$ cat config.mk
export PLATFORM = sky130hd
export DESIGN_NAME = cam_fill_ctrl
export DESIGN_NICKNAME = d
export VERILOG_FILES = /design/src/rtl/cam_fill_ctrl.sv
export SDC_FILE = /design/constraint.sdc
export NUM_CORES = 1
export LEC_CHECK = 0
export CORE_UTILIZATION = 49
export CTS_BUF_LIST = sky130_fd_sc_hd__clkbuf_4
export DETAILED_ROUTE_END_ITERATION = 8
export PLACE_DENSITY = 0.89
export SLEW_MARGIN = 0
export SYNTH_ARGS = -nofsm -noshare
export SYNTH_HDL_FRONTEND = slang
export SYNTH_SLANG_ARGS = --single-unit
$ cat constraint.sdc
create_clock -name clk -period 2.4 [get_ports clk]
set_input_delay 0.48 -clock clk [delete_from_list [all_inputs] [get_ports clk]]
set_output_delay 0.48 -clock clk [all_outputs]
set_load 0.01 [all_outputs]
$ cat src/rtl/cam_fill_ctrl.sv
// cam_fill_ctrl: miss-fill and flush controller driving the cam write port.
// Fetches a missing line over req/ack, then writes it to a victim entry.
module cam_fill_ctrl #(
  parameter int BITS = 8,
  parameter int TAG_SZ = 8,
  parameter int WORDS = 8,
  localparam int ADDR_LEFT = $clog2(WORDS) - 1
) (
  input  logic                clk,
  input  logic                rst,
  input  logic                miss_valid,
  input  logic [TAG_SZ-1:0]   miss_tag,
  output logic                miss_ready,
  output logic                mem_req,
  output logic [TAG_SZ-1:0]   mem_tag,
  input  logic                mem_ack,
  input  logic [BITS-1:0]     mem_data,
  input  logic                flush,
  output logic                write_,
  output logic [ADDR_LEFT:0]  w_addr,
  output logic [BITS-1:0]     wdata,
  output logic [TAG_SZ-1:0]   new_tag,
  output logic                new_valid,
  output logic                busy,
  output logic                fill_done
);

  typedef logic [ADDR_LEFT:0] addr_t;
  typedef enum logic [1:0] {
    IDLE,
    REQ,
    WRITE,
    FLUSH
  } state_t;

  localparam addr_t LAST = addr_t'(WORDS - 1);

  state_t            state;
  state_t            state_n;

  logic [WORDS-1:0]  vmap;
  addr_t             rr;
  addr_t             rr_inc;
  addr_t             vict_q;
  addr_t             vict_free;
  logic              has_free;
  logic              pend;
  logic              accept;
  logic              flush_last;

  logic              write_n;
  addr_t             w_addr_n;
  logic [BITS-1:0]   wdata_n;
  logic [TAG_SZ-1:0] new_tag_n;
  logic              new_valid_n;
  logic              mem_req_n;
  logic [TAG_SZ-1:0] mem_tag_n;
  logic              busy_n;
  logic              fill_done_n;

  assign miss_ready = (state == IDLE) && !flush && !pend;
  assign accept     = miss_valid && miss_ready;
  assign flush_last = (state == FLUSH) && (w_addr == LAST);
  assign rr_inc     = (rr == LAST) ? '0 : rr + 1'b1;

  // Lowest-index free entry; has_free low when the cam is full.
  always_comb begin
    vict_free = '0;
    has_free  = 1'b0;
    for (int i = WORDS - 1; i >= 0; i--) begin
      if (!vmap[i]) begin
        vict_free = addr_t'(i);
        has_free  = 1'b1;
      end
    end
  end

  // State register and registered outputs.
  always_ff @(posedge clk) begin
    if (rst) begin
      state     <= IDLE;
      write_    <= 1'b1;
      w_addr    <= '0;
      wdata     <= '0;
      new_tag   <= '0;
      new_valid <= 1'b0;
      mem_req   <= 1'b0;
      mem_tag   <= '0;
      busy      <= 1'b0;
      fill_done <= 1'b0;
    end else begin
      state     <= state_n;
      write_    <= write_n;
      w_addr    <= w_addr_n;
      wdata     <= wdata_n;
      new_tag   <= new_tag_n;
      new_valid <= new_valid_n;
      mem_req   <= mem_req_n;
      mem_tag   <= mem_tag_n;
      busy      <= busy_n;
      fill_done <= fill_done_n;
    end
  end

  // Next-state decode; flush has priority over a miss in IDLE.
  always_comb begin
    state_n = state;
    unique case (state)
      IDLE: begin
        if (flush || pend)
          state_n = FLUSH;
        else if (miss_valid)
          state_n = REQ;
      end
      REQ: begin
        if (mem_ack)
          state_n = WRITE;
      end
      WRITE: state_n = IDLE;
      FLUSH: begin
        if (w_addr == LAST)
          state_n = IDLE;
      end
      default: state_n = IDLE;
    endcase
  end

  // Next values of the registered outputs.
  always_comb begin
    write_n     = 1'b1;
    w_addr_n    = w_addr;
    wdata_n     = wdata;
    new_tag_n   = new_tag;
    new_valid_n = new_valid;
    mem_req_n   = mem_req;
    mem_tag_n   = mem_tag;
    fill_done_n = 1'b0;
    busy_n      = (state_n != IDLE);
    unique case (state)
      IDLE: begin
        if (flush || pend) begin
          write_n     = 1'b0;
          w_addr_n    = '0;
          wdata_n     = '0;
          new_tag_n   = '0;
          new_valid_n = 1'b0;
        end else if (accept) begin
          mem_req_n = 1'b1;
          mem_tag_n = miss_tag;
        end
      end
      REQ: begin
        if (mem_ack) begin
          mem_req_n   = 1'b0;
          write_n     = 1'b0;
          w_addr_n    = vict_q;
          wdata_n     = mem_data;
          new_tag_n   = mem_tag;
          new_valid_n = 1'b1;
          fill_done_n = 1'b1;
        end
      end
      WRITE: begin
        fill_done_n = 1'b0;
      end
      FLUSH: begin
        if (w_addr != LAST) begin
          write_n  = 1'b0;
          w_addr_n = w_addr + 1'b1;
        end
      end
      default: begin
        write_n = 1'b1;
      end
    endcase
  end

  // Victim latch, valid map, round-robin pointer and pending flush.
  always_ff @(posedge clk) begin
    if (rst) begin
      vmap   <= '0;
      rr     <= '0;
      vict_q <= '0;
      pend   <= 1'b0;
    end else begin
      if (accept) begin
        if (has_free) begin
          vict_q <= vict_free;
        end else begin
          vict_q <= rr;
          rr     <= rr_inc;
        end
      end
      if (flush && ((state == REQ) || (state == WRITE)))
        pend <= 1'b1;
      if (state == WRITE)
        vmap[vict_q] <= 1'b1;
      if (flush_last) begin
        vmap <= '0;
        rr   <= '0;
        pend <= 1'b0;
      end
    end
  end

endmodule

### After elaboration in Yosys (flattened, before gate mapping)

Cells that the tools add are included.
Widths: inputs -> output; s select.

* shifts and indexed selects: 0
* magnitude comparators: 2
* bitwise gates (word level): 4
* div/mod/pow operators: 0
* multiply operators: 0
* equality and inequality tests: 11
* muxes and demuxes: 46
* reductions and logical operators: 21
* add/subtract/negate cells: 2

Operators with widths (number)
* $mux 3: 13
* $pmux 8 s2: 2
* $mux 8: 3
* $mux 1: 18
* $pmux 3 s3: 1
* $mux 2: 4
* $or 8x8->8: 1
* $pmux 2 s4: 1
* $reduce_and 4->1: 2
* $add 3x1->3 const B: 2
* $eq 3x3->1 const B: 2
* $logic_and 1x1->1: 6
* $ne 2x2->1 const B: 3
* $reduce_and 3->1: 2
* $eq 2x2->1 const B: 2
* $lt 3x4->1 const B: 1
* $ne 2x1->1 const B: 2
* $pmux 1 s2: 2
* $reduce_bool 2->1: 2
* $reduce_or 2->1: 2
* $demux 1 s3: 1
* $ge 3x1->1 const B: 1
* $ne 3x3->1 const B: 1
* $not 1->1: 3
* 7 further kinds: 9

* memories kept: 0
* bits of input ports: 21
* word-level logic and storage cells: 100
* flip-flop bits (word level): 49
* memory bits (writable): 0
* ROM bits: 0
* bits in latches: 0
* output and inout port bits: 33

### Depth between registers and ports, before layout

Gate-level depths: netlist (run 1).

* depth in word-level cells: 10
* depth in mapped cells: 8
* gate-level depth less buffers: 6

### Least setup slack after synthesis (run 1)

No wires, ideal clock.

* kind: register -> register
* start: reg state[0]
* end: reg mem_req
* arrival: 1598 ps
* cell stages (with the launch flop): 8
* setup time: 103 ps
* path slack: 699 ps
* required time: 2297 ps
* cells stage by stage: dfxtp_1 -> inv_1 -> ha_1 -> nor3b_4 -> and2_1 -> buf_4 -> nor2_1 -> a2111oi_2

* cells in the longest elaborated chain, start to end: 6
* elaborated cells on any way between the ends: 11
* those cells by class: 4 x eq/ne; 1 x mux; 6 x reduce/logical

RTL lines
* start: declaration: RTL line 38 `state_t state;`
* start signal: assignment: RTL line 92 `state <= state_n;`
* $logic_not 2->1: RTL line 61 `assign miss_ready = (state == IDLE) && !flush && !pend;`
* $logic_and 1x1->1 (2 in series): RTL line 61
* via miss_ready: RTL line 13 `output logic miss_ready,`
* $logic_and 1x1->1: RTL line 62 `assign accept = miss_valid && miss_ready;`
* $ne 2x2->1 (no source line)
* $reduce_and 4->1 (no source line)
* end signal: assignment: RTL line 98 `mem_req <= mem_req_n;`
* end: declaration: RTL line 14 `output logic mem_req,`

The timed path passes the listed nets, and every way through them passes these cells.
A chain may end at the register's enable or synchronous reset.

### Final worst setup path (run 1)

* start: reg state[1]
* end: reg wdata[1]

* cells in the longest elaborated chain, start to end: 3
* elaborated cells on any way between the ends: 7
* those cells by class: 3 x eq/ne; 1 x mux; 3 x reduce/logical

RTL lines
* $eq 2x1->1 or $logic_not 2->1 (tied branches): RTL line 139 `unique case (state)`
* $ne 2x2->1 (no source line) (tied with other cells)
* $reduce_and 3->1 (no source line)
* end signal: assignment: RTL line 95 `wdata <= wdata_n;`
* end: declaration: RTL line 21 `output logic [BITS-1:0] wdata,`

Parallel ways exist; a longest one is shown, timed or not.

==> summary.md, run 1 <==
| Metric | Value |
|---|---|
| Place WS | `0.147 ns` |
| TritonCTS Buffers | `5` |
| Tightest Pin Transition | `0.717 ns` |
| Gr ovfl total | `0` |
| Worst setup margin | `0.413 ns` |
| Register area share after synthesis | `48.9%` |
| Sw Ratio | `35.2%` |
| First-pass GRT wire length | `7.52 mm` |
| Slew margin rel. | `52.2%` |
| WHS | `0.488 ns` |
| Pwr Density | `841 nW/um^2` |
| Postcts setup bufs | `0` |
| DRT Wirelength | `4.52 mm` |
| Global Route Usage Sum | `22.7%` |
| Peak VDD IR | `496 uV` |
| Die height | `66.0 um` |
| CTS Sinks | `49` |
| Row cnt | `22` |
| Worst EP required | `2.70 ns` |
| Port bufs | `53` |
| RSZ-0062 raised after global routing | `false` |
| Setup crit start | `state[1]` |
| Largest net degree at the start of global routing | `27` |
| Initial antenna violation count | `0` |
| Synthesized area | `2000 sq um` |
| DR vias | `1,763` |
| Syn Inst Count | `216` |
| DRC | `0` |
| Final setup TNS | `0 ns` |
| Reg2reg setup slack | `0.41 ns` |
| DR iter-0 viols | `182` |
| Share of layout cells above drive strength 1 | `7.38%` |
| Antenna Nets Post-Route | `0` |
| Drt pass-1 iters | `6` |
| Worst-skew pair later-pin latency | `0.36 ns` |
| RR Endpoint | `wdata[1]` |
| CP Capture Type | `flip-flop` |
| Initial Utilization | `52.8%` |
| Final setup viols | `0` |
| Internal power | `1440 uW` |
| Worst setup endpoint | `wdata[1]` |
| FF-to-FF Start | `state[1]` |
| Syn Area/Cell | `9.28 sq um` |
| Yosys top cell area share | `48.9%` |
| Yosys reg bits | `49` |
| Synth area leaders | `dfxtp_1 49%, a22oi_1 7.5%, nor2_1 7.1%` |
| DIE WIDTH | `66.0 um` |
| Clk root buf | `clkbuf_4` |
| Fmax achieved | `503 MHz` |
| Ant. Diodes | `0` |
| Nets | `301` |
| Status | `complete, no violations` |
| Fin crit share | `82.8%` |
| Crit path DAT | `2.29 ns` |
| H-tree depth | `2` |
| Synth warn | `0` |
| Clk buf depth | `2` |
| Reg2Reg Depth | `7` |
| Ports | `54` |
| Class of the worst hold path | `flip-flop to flip-flop` |
| Via density | `5.53` |
| Vias in the first global route | `1,644` |
| WL/cell | `14.2 um` |
| Clock slew at reported path FFs | `0.13 ns` |
| Dpl hpwl | `3.29 mm` |
| Hold Crit Start | `mem_tag[1]` |
| Comb pwr share | `37.9%` |
| Area leader, netlist | `dfxtp_1` |
| Min Tclk post-route | `1.99 ns` |
| Netlist cell types | `35` |
| Crit start category | `flip-flop` |
| Share of total power in sequential cells | `46.2%` |
| Max FO, Critical Path | `17` |
| Crit Path Class | `flip-flop to flip-flop` |
| Layout Area Growth over Synthesis | `31.3%` |
| Switching power | `778 uW` |
| Max cap viols | `0` |
| Routability Congestion | `0.888` |
| Worst Skew | `0.00937 ns` |
| Final hold vios | `0` |
| Die ar. | `4350 sq um` |
| CTS tree | `yes` |
| Syn nets | `247` |
| Slew Viols, Final | `0` |
| Pleak | `0.000976 uW` |
| Clock share of power | `15.9%` |
| CORE AREA | `3800 sq um` |
[cells by family after synthesis]
kind of cell,count (synthesis),share of synthesized area [%]
buffers and inverters,14,3.18
and+or+nand+nor,79,18.5
DFF,49,48.9
adders and majority gates,10,6.24
muxes,3,1.50
AOI/OAI and AO/OA,61,21.6
[synthesized netlist by cell type (all sizes together)]
master,count
a2111oi,2
a211oi,4
a21bo,1
a21boi,1
a21o,2
a21oi,18
a22oi,20
a311o,1
a31oi,5
a41oi,1
and2,1
buf,5
clkbuf,5
dfxtp,49
ha,10
inv,4
mux2i,3
nand2,21
nand2b,5
nand3,1
nand4,2
nand4bb,1
nor2,39
nor2b,5
nor3,2
nor3b,1
o211ai,1
o21a,1
o21ai,3
o31ai,1
or2,1
[cell usage in the layout, fill, tap and decap left out, types with 2 or more instances in the layout]
cell,count
o21ai_0,3
clkdlybuf4s50_1,52
a31oi_1,5
nor2b_1,5
nor2_1,38
dfxtp_1,48
mux2i_1,3
clkbuf_4,5
nand2_1,21
a21o_1,2
a21oi_1,18
inv_1,3
ha_1,9
buf_4,4
nand2b_1,5
clkinv_1,2
a22oi_1,20
a211oi_1,4
nand4_1,2
[worst max-delay path, stage by stage, from the launching register on]
cell and delay [ns]:
dfxtp_2 0.42, inv_1 0.10, ha_2 0.21, nor3b_4 0.15, buf_4 0.16, nor2_2 0.57
a22oi_1 0.21, nor2_1 0.12
[flip-flops by register name, indices dropped and copies added (netlist names), 2 cells and up]
signal / cells
wdata: 8
state: 2
rr: 3
vmap: 8
vict_q: 3
mem_tag: 8
w_addr: 3
new_tag: 8
[how the worst min path moves through the flow]
stage	end	slack, ns	depth (start not counted)
finish	mem_tag[1]	0.49	2
global route	mem_tag[6]	0.51	2
CTS	mem_tag[1]	0.48	2
detailed placement	mem_tag[1]	0.47	2
global placement	mem_tag[7]	0.46	2
floorplan	vmap[3]	0.47	2
[routing by layer]
| metal | routed length (um) | GRT usage [%] | vias up |
|---|---|---|---|
| met5 | 0 | 0 | - |
| met4 | 61 | 9.04 | 0 |
| met3 | 244 | 5.00 | 8 |
| met2 | 2210 | 36.4 | 58 |
| met1 | 2000 | 29.5 | 827 |
| li1 | - | - | 870 |
[final cells by class]
cell class / instances / area (sq um)
Clock buffer: 5 / 37.5
Clock inverter: 3 / 12.5
Fill cell: 312 / 1170
Inverter: 4 / 15.0
Multi-Input combinational cell: 153 / 962
Sequential cell: 49 / 982
Tap cell: 48 / 60.1
Timing Repair Buffer: 57 / 563
[repair_timing]
item | in CTS | in global routing
gates resized for setup | 0 | 4
endpoints found under the hold margin | 0 | 0
hold buffers | 0 | 0
setup endpoints to repair | 0 | 1
[power by group through the flow]
| stage | Sequential [uW] | Combinational [uW] | Clock [uW] |
|---|---|---|---|
| after CTS | 1020 | 839 | 361 |
| after detailed placement | 1040 | 835 | 0 |
| after global routing | 1040 | 927 | 397 |
| final | 1020 | 839 | 352 |
| after global placement | 1030 | 820 | 0 |
| after floorplan | 1060 | 505 | 0 |
[through the flow]
| stage | instances | area (sq um) | util, % | power, uW |
|---|---|---|---|---|
| global route | 319 | 2630 | 69.3 | 2360 |
| global placement | 311 | 2580 | 67.8 | 1850 |
| detailed placement | 311 | 2580 | 67.8 | 1870 |
| CTS | 319 | 2630 | 69.1 | 2220 |
| floorplan | 216 | 2000 | - | 1560 |
| finish | 319 | 2630 | 69.3 | 2210 |
No activity file was read; power rests on OpenSTA's default activity.
==> run 2: changes to the inputs <==
Settings changed: CORE_UTILIZATION 49 to 45, PLACE_DENSITY 0.89 to 0.86.
Clock period 2.4 ns to 1.8 ns, I/O delays scaled along.
==> run 2 against run 1 <==
  * Routed wire length up 12%
  * Worst setup slack worse by 0.36 ns
  * Critical path depth up 1
  * Non-clock buffer count up 12
  * Clock skew up 0.0055 ns
  * Count of clock-buffer cells in the layout unchanged
  * Via count up 4.9%
  * Register-to-register slack worse by 0.36 ns
  * Sequential share of layout area down 2.0 points
  * Clock power up 87%
  * Combinational power up 67%
  * Global-route usage down 0.62 points
==> summary.md, run 2 (same netlist as run 1, synthesis figures left out) <==
| Metric | Value |
|---|---|
| CORE AREA | `4140 sq um (was 3800 sq um)` |
| Max FO, Critical Path | `7 (was 17)` |
| Drt pass-1 iters | `4 (was 6)` |
| CTS Sinks | `49 (unchanged)` |
| CP Capture Type | `flip-flop (unchanged)` |
| Layout Area Growth over Synthesis | `39.1% (was 31.3%)` |
| Crit path DAT | `2.05 ns (was 2.29 ns)` |
| Initial Utilization | `48.4% (was 52.8%)` |
| Commonest non-fill, non-tap cells in the layout | `52 x clkdlybuf4s50_1, 47 x dfxtp_1, 38 x nor2_1 (was 52 x clkdlybuf4s50_1, 48 x dfxtp_1, 38 x nor2_1)` |
| WHS | `0.491 ns (was 0.488 ns)` |
| Fmax achieved | `573 MHz (was 503 MHz)` |
| Final setup viols | `0 (unchanged)` |
| Met2 Track Usage GR | `38.2% (was 36.4%)` |
| M1 GR Usage | `26.4% (was 29.5%)` |
| Tightest Pin Transition | `0.397 ns (was 0.717 ns)` |
| Fill cell count | `327 (was 312)` |
| Place WS | `-0.312 ns (was 0.147 ns)` |
| GRT met3 Usage | `5.10% (was 5.00%)` |
| Hold Buf Count CTS | `0 (unchanged)` |
| DR iter-0 viols | `130 (was 182)` |
| Crit start category | `flip-flop (unchanged)` |
| Peak VDD IR | `700 uV (was 496 uV)` |
| Dpl hpwl | `3.67 mm (was 3.29 mm)` |
| Class of the worst hold path | `flip-flop to flip-flop (unchanged)` |
| DRT Wirelength | `5.07 mm (was 4.52 mm)` |
| Slew margin rel. | `73.5% (was 52.2%)` |
| Clk buf depth | `2 (unchanged)` |
| Nets | `313 (was 301)` |
| Ant. Diodes | `0 (unchanged)` |
| Worst-skew pair later-pin latency | `0.38 ns (was 0.36 ns)` |
| Port bufs | `53 (unchanged)` |
| DIE WIDTH | `68.7 um (was 66.0 um)` |
| Worst Skew | `0.0149 ns (was 0.00937 ns)` |
| Max cap viols | `0 (unchanged)` |
| Share of layout cells above drive strength 1 | `13.1% (was 7.38%)` |
| Global Route Usage Sum | `22.1% (was 22.7%)` |
| Total power after layout | `3410 uW (was 2210 uW)` |
| Die height | `68.7 um (was 66.0 um)` |
| Status | `complete, no violations (unchanged)` |
| H-tree depth | `2 (unchanged)` |
| Worst EP required | `2.11 ns (was 2.70 ns)` |
| Busiest grt layer | `met2 (unchanged)` |
| Ports | `54 (unchanged)` |
| Largest net degree at the start of global routing | `26 (was 27)` |
| Gr ovfl total | `0 (unchanged)` |
| Fin crit share | `96.9% (was 82.8%)` |
| Min Tclk post-route | `1.74 ns (was 1.99 ns)` |
| TritonCTS Buffers | `5 (unchanged)` |
| Pleak | `0.00104 uW (was 0.000976 uW)` |
| Commonest non-fill, non-tap cell in the layout | `clkdlybuf4s50_1 (unchanged)` |
| DRC | `0 (unchanged)` |
| Pwr Density | `1220 nW/um^2 (was 841 nW/um^2)` |
| Vias in the first global route | `1,715 (was 1,644)` |
| Clk root buf | `clkbuf_4 (unchanged)` |
| Clock slew at reported path FFs | `0.14 ns (was 0.13 ns)` |
| CTS tree | `yes (unchanged)` |
| Die ar. | `4730 sq um (was 4350 sq um)` |
| Non-filler cells, final | `333 (was 319)` |
| Via density | `5.56 (was 5.53)` |
| Final hold vios | `0 (unchanged)` |
| Final setup TNS | `0 ns (unchanged)` |
| DR vias | `1,850 (was 1,763)` |
| Routability Congestion | `0.773 (was 0.888)` |
| Slew Viols, Final | `0 (unchanged)` |
| WL/cell | `15.2 um (was 14.2 um)` |
| Row cnt | `23 (was 22)` |
| First-pass GRT wire length | `7.64 mm (was 7.52 mm)` |
| Antenna Nets Post-Route | `0 (unchanged)` |
| Worst setup margin | `0.0562 ns (was 0.413 ns)` |
| Initial antenna violation count | `0 (unchanged)` |
| Placed cells | `323 (was 311)` |
| Crit Path Class | `flip-flop to flip-flop (unchanged)` |
-- run 2: changes by cell type in the layout (fill, tap and decap cells not counted), moves of 2 or more --
| cell | previous run | this run |
|---|---|---|
| buf_4 | 4 | 14 |
| a211oi_2 | 0 | 2 |
| a211oi_1 | 4 | 2 |
| buf_12 | 0 | 2 |
-- run 2: power by group --
group	internal, uW	switching [uW]
logic	717	681
clock network	288	370
registers	1240	114
-- run 2: cell type report --
type,count,area (sq um),share of cell area (%)
Inverter,4,15.0,0.539
Tap cell,50,62.6,2.24
Clock inverter,3,41.3,1.48
Clock buffer,5,37.5,1.35
Timing Repair Buffer,69,671,24.1
Sequential cell,49,983,35.3
Multi-Input combinational cell,153,977,35.1
-- run 2: path summary, 6_finish.rpt --
path              depth (start not counted)          to       start  slack [ns]
setup / recovery                          8   w_addr[0]    state[0]        0.06
hold / removal                            2  mem_tag[4]  mem_tag[4]        0.49
setup reg to reg                          8   w_addr[0]    state[0]        0.06
hold reg to reg                           2  mem_tag[4]  mem_tag[4]        0.49
-- run 2: layer usage --
layer / part of all wire [%] / routed length [um] / up-vias
met1: 43 / 2180 / 896
met4: 1.9 / 97 / 0
li1: - / - / 893
met2: 50 / 2540 / 52
met5: 0 / 0 / -
met3: 5.1 / 256 / 9
-- run 2: worst max-delay path: stages (launching register included) --
cell and delay, ns:
dfxtp_2 0.37, inv_1 0.07, ha_2 0.19, nor3b_4 0.14, buf_4 0.16, a2111oi_4 0.28
buf_4 0.21, nor2_1 0.06, a211oi_2 0.20
-- run 2: stage by stage --
| step | cell area [sq um] | util [%] |
|---|---|---|
| 2_1_floorplan | 2000 | - |
| 3_3_place_gp | 2670 | 64.3 |
| 3_5_place_dp | 2670 | 64.3 |
| 4_1_cts | 2750 | 66.3 |
| 5_1_grt | 2790 | 67.3 |
| 6_report | 2790 | 67.3 |
-- run 2: repair_timing --
action | in CTS | in global routing
gates resized for setup | 7 | 4
pin swaps | 0 | 3
endpoints found under the hold margin | 0 | 0
setup buffers | 0 | 2
setup endpoints to repair | 17 | 25
